--- config.mk ---
export PLATFORM = sky130hd
export DESIGN_NAME = inst_fetch_unit
export DESIGN_NICKNAME = d
export VERILOG_FILES = /design/src/rtl/inst_fetch_unit.sv
export SDC_FILE = /design/constraint.sdc
export NUM_CORES = 1
export LEC_CHECK = 0
export CAP_MARGIN = 20
export CORE_UTILIZATION = 23
export CTS_CLUSTER_SIZE = 30
export DETAILED_ROUTE_END_ITERATION = 8
export PLACE_DENSITY_LB_ADDON = 0.05
export SLEW_MARGIN = 20
export SYNTH_ARGS = -nofsm -noshare
export SYNTH_HDL_FRONTEND = slang
export SYNTH_SLANG_ARGS = --single-unit
--- constraint.sdc ---
create_clock -name CLOCK_50 -period 2.1 [get_ports CLOCK_50]
set_input_delay 0.525 -clock CLOCK_50 [delete_from_list [all_inputs] [get_ports CLOCK_50]]
set_output_delay 0.525 -clock CLOCK_50 [all_outputs]
set_load 0.1 [all_outputs]
--- src/rtl/inst_fetch_unit.sv ---
// -----------------------------------------------------------------------------
// inst_fetch_unit
//   Instruction-fetch initiator for the Project2 processor. Owns the program
//   counter, presents it to a combinational instruction memory, and captures
//   the returned word into a valid/ready output register for decode. Handles
//   branch redirects from execute and back-pressure from decode.
//
//   Optional feature macro: FETCH_ALIGN_CHECK_EN
//     defined   : a redirect to a target with br_target[1:0] != 0 freezes the
//                 unit in FAULT (fetch_fault = 1) until RESET.
//     undefined : targets are used as given, FAULT is unreachable and
//                 fetch_fault is tied low.
//
//   Output handshake (ir_valid / ir_ready):
//     ir_valid is asserted when ir_inst/ir_pc/ir_pcplus hold an instruction.
//     A transfer happens in any cycle where ir_valid && ir_ready; the payload
//     is stable and ir_valid stays high while ir_valid && !ir_ready, except
//     that a redirect (or FAULT entry) withdraws the held instruction.
//     ir_valid never depends combinationally on ir_ready.
//
//   fsm_state exposes the controller state (BOOT/RUN/FAULT) for debug.
// -----------------------------------------------------------------------------
module inst_fetch_unit #(
    parameter int unsigned            DBITS     = 32,
    parameter logic [DBITS-1:0]       INST_SIZE = 32'd4,
    parameter logic [DBITS-1:0]       START_PC  = 32'h40
) (
    input  logic              CLOCK_50,
    input  logic              RESET,
    output logic [DBITS-1:0]  pcOut,
    input  logic [DBITS-1:0]  instWord,
    input  logic              br_taken,
    input  logic [DBITS-1:0]  br_target,
    output logic              ir_valid,
    input  logic              ir_ready,
    output logic [DBITS-1:0]  ir_inst,
    output logic [DBITS-1:0]  ir_pc,
    output logic [DBITS-1:0]  ir_pcplus,
    output logic [DBITS-1:0]  fetch_count,
    output logic              fetch_fault,
    output logic [1:0]        fsm_state
);

    typedef enum logic [1:0] {
        ST_BOOT  = 2'd0,
        ST_RUN   = 2'd1,
        ST_FAULT = 2'd2
    } state_t;

    state_t           state_q, state_d;
    logic [DBITS-1:0] pc_q, pc_d;
    logic             valid_q, valid_d;
    logic [DBITS-1:0] inst_q, inst_d;
    logic [DBITS-1:0] irpc_q, irpc_d;
    logic [DBITS-1:0] count_q, count_d;

    logic             load;
    logic             xfer;
    logic             misaligned;

    // Decode may take a new word whenever the output register is empty or
    // is being drained this cycle.
    assign load = !valid_q || ir_ready;
    assign xfer = valid_q && ir_ready;

`ifdef FETCH_ALIGN_CHECK_EN
    assign misaligned  = (br_target[1:0] != 2'b00);
    // FAULT is only left through RESET, so the sticky flag is the state itself.
    assign fetch_fault = (state_q == ST_FAULT);
`else
    assign misaligned  = 1'b0;
    assign fetch_fault = 1'b0;
`endif

    // Next-state and datapath update: FAULT entry > redirect > load > hold.
    always_comb begin
        state_d = state_q;
        pc_d    = pc_q;
        valid_d = valid_q;
        inst_d  = inst_q;
        irpc_d  = irpc_q;
        // A transfer is counted whatever else happens to the register.
        count_d = xfer ? (count_q + {{(DBITS-1){1'b0}}, 1'b1}) : count_q;

        case (state_q)
            ST_BOOT: begin
                // One idle cycle after reset; redirects are not honoured yet.
                state_d = ST_RUN;
            end
            ST_RUN: begin
                if (br_taken && misaligned) begin
                    state_d = ST_FAULT;
                    pc_d    = br_target;
                    valid_d = 1'b0;
                end else if (br_taken) begin
                    // Discard whatever is held; the target word arrives next cycle.
                    pc_d    = br_target;
                    valid_d = 1'b0;
                end else if (load) begin
                    inst_d  = instWord;
                    irpc_d  = pc_q;
                    valid_d = 1'b1;
                    pc_d    = pc_q + INST_SIZE;
                end
            end
            ST_FAULT: begin
                valid_d = 1'b0;
            end
            default: begin
                state_d = ST_BOOT;
                valid_d = 1'b0;
            end
        endcase
    end

    // State and datapath registers with synchronous active-high reset.
    always_ff @(posedge CLOCK_50) begin
        if (RESET) begin
            state_q <= ST_BOOT;
            pc_q    <= START_PC;
            valid_q <= 1'b0;
            inst_q  <= '0;
            irpc_q  <= '0;
            count_q <= '0;
        end else begin
            state_q <= state_d;
            pc_q    <= pc_d;
            valid_q <= valid_d;
            inst_q  <= inst_d;
            irpc_q  <= irpc_d;
            count_q <= count_d;
        end
    end

    assign pcOut       = pc_q;
    assign ir_valid    = valid_q;
    assign ir_inst     = inst_q;
    assign ir_pc       = irpc_q;
    assign ir_pcplus   = irpc_q + INST_SIZE;
    assign fetch_count = count_q;
    assign fsm_state   = state_q;

endmodule

==> results.toml <==
[layout]
nets = 1181
drive_gt1_share_pct = 40.5
area_growth_pct = 83.4
final_core_util_pct = 42.9
ff_latch_area_mm2 = 0.00280
multi_input_area_mm2 = 0.00415
antennaDiodeCount = 0
n_fill_cell = 2682

[clocking]
cts_tree = "yes"
insertion_delay_ns = 0.41
clkSlewWorstSetupHoldPaths_ns = 0.06
cts-buffers-inserted = 17
ctsRootBufferMaster = "clkbuf_16"
h-tree-depth = 4
cts.sinks = 130
cts_buffer_depth = 2

[logic_synthesis]
yosys-top-cells-count = "nand2_1, dfxtp_1, a21oi_1"
syn_area_per_cell_um2 = 7.76
synth.most_common_cell = "nand2_1"
synth_area_leader_cell = "dfxtp_1"
synth-edff-count = 0
synthCells = 813
synth.distinct_cells = 58
synthFlopType = "dfxtp_1"
yosysTopAreaCellShare_pct = 41.3
netlist_area_mm2 = 0.00631
synth-seq-cells = 130
synth_top_cells_by_area = "dfxtp_1, nand2_1, a21oi_1"
yosys_warnings = 0
ys_seq_area_share_pct = 41.3
async_flop_share_pct = 0

[global_route]
grt_pass1_vias = 6581
gr-total-overflow = 0
antenna_found_initial = 3
grt_max_degree = 59
grtUsageTotal_pct = 17.0
grt_first_pass_wirelength_mm = 37.4

[critical_path]
max_stage_delay_ns = 0.36
path_class = "reg2out"
worstSetupEndpointType = "output pin"
start_kind = "flop"
path_delay_family = "simple AND/OR/NAND/NOR gates"
cp_data_arrival_time_ns = 2.03
path_max_fanout = 3
worstPathRequired_ns = 1.57
slowest_stage = "dfxtp_4"
path_cells = "nand4_1 > nor2_4 > buf_4 > buf_6 > and3_4 > xor2_4 > buf_12"
path_buf_inv = 3

[floorplanning]
core-area_mm2 = 0.0270
start_util_pct = 23.4
die_x_um = 168
rows = 60
die_h_um = 168
dieArea_mm2 = 0.0281
ioPinCount = 232

[timing]
finalCritPeriodShare_pct = 121
fin_skew_ns = 0.00747
setup_slack_ns = -0.450
clock.fmax_ghz = 0.392
grt_setup_unrepaired = "yes"
drv_slew = 0
hold_violations = 0
finalSetupViolCount = 26
period_needed_ns = 2.55

[routing]
drt_iter0_drc = 228
wl_per_cell_um = 16.2
wirelength_mm = 23.7
ant_nets = 0
viasPerCell = 4.59
via_count = 6727
drcViolationCount = 0
first_pass_iters = 4

[power]
power_leakage_nw = 4.52
power.density_mw_per_mm2 = 613
fin_total_pwr_mw = 7.09
vdd_ir_drop_max_v = 0.000467

[placement]
post-dp-hpwl_mm = 17.8
place_ws_ns = -0.272
io_buffers = 229
gp_congestion = 0.767

[outcome]
status = "finished with violations"
violations = "setup timing"

[hold_path]
holdCritPathClass = "reg2reg"

[job]
cap_violations = 0
## per-stage QoR
stage / instance area, µm² / std cells / setup TNS, ns / hold slack [ns]
final: 11600 / 1464 / -9.06 / 0.452
after global routing: 11600 / 1464 / -11.64 / 0.469
after CTS: 11500 / 1461 / -10.47 / 0.456
after detailed placement: 10800 / 1421 / -21.90 / 0.448
after global placement: 10800 / 1421 / -21.54 / 0.443
after floorplan: 7160 / 814 / -10.03 / 0.616
## registers in the layout, summed over array words and instances (netlist names)
name and count:
ir_pc 32, fetch_count 32, pcOut 32, ir_inst 32, ir_valid 1, fsm_state 1
## power by group
part	internal [mW]	total (mW)	switching, mW
clock	1.62	2.78	1.16
sequential	2.52	2.63	0.106
combinational	0.540	1.68	1.14
total	4.69	7.09	2.41
## logic make-up after synthesis
logic type,count (synthesis),share of synthesized area [%]
buf+inv,72,4.82
simple gates,388,29.7
fa+ha+maj,3,0.595
other cells,1,0.0594
mux,6,0.992
flops,130,41.3
xor+xnor,55,7.64
compound gates,158,15.0
## final cells by class
| class | count | share of cell area, % |
|---|---|---|
| Multi-Input combinational cell | 612 | 35.9 |
| Timing Repair Buffer | 332 | 30.9 |
| Sequential cell | 130 | 24.2 |
| Clock buffer | 19 | 3.74 |
| Tap cell | 341 | 3.69 |
| Clock inverter | 13 | 0.984 |
| Inverter | 17 | 0.552 |
## per-layer routing
metal	vias up	part of all wire, %	track usage (%)
li1	3400	-	-
met1	3149	45	21.9
met2	156	49	28.5
met3	16	4.9	4.28
met4	6	0.65	3.39
met5	-	0.16	0
## cell usage in the layout, fill, tap and decap left out, types with 4 or more instances in the layout
cell type,instances
nand2_1,173
dfxtp_4,41
buf_12,72
nor2_4,8
xnor2_1,19
nor3_1,7
and3_1,11
a22oi_1,4
and4_1,7
clkinv_4,4
nor4_1,7
clkdlybuf4s50_1,65
xor2_4,11
o22ai_1,4
dfxtp_2,37
nand3_2,7
clkinvlp_4,4
nand4_1,25
inv_1,17
and2_1,6
nor3_2,8
buf_6,7
a31oi_1,4
or3_1,6
mux2i_1,4
o21ai_0,18
nor2_1,61
buf_4,187
a21oi_1,88
nand3_1,32
a32o_1,6
xor2_1,8
dfxtp_1,52
xnor2_4,17
clkbuf_16,17
## final timing paths
path | cells after the start | end | slack (ns) | start
setup / recovery | 7 | ir_pcplus[11] | -0.45 | ir_pc[3]
setup reg to reg | 6 | fetch_count[30] | 0.27 | fetch_count[10]
hold / removal | 2 | ir_inst[19] | 0.45 | ir_inst[19]
hold reg to reg | 2 | ir_inst[19] | 0.45 | ir_inst[19]
## worst min-delay path, cell delays in order (launching register included)
cell,delay [ns]
dfxtp_1,0.30
nand2_1,0.05
a21oi_1,0.05
## what timing repair did
| item | 4_1_cts | 5_1_grt |
|---|---|---|
| hold endpoints to repair | 0 | 0 |
| hold buffers | 0 | 0 |
| gates resized for setup | 22 | 8 |
| setup buffers | 10 | 6 |
| setup endpoints to repair | 26 | 28 |
| pin swaps | 22 | 17 |
(Power assumes the default switching activity.)
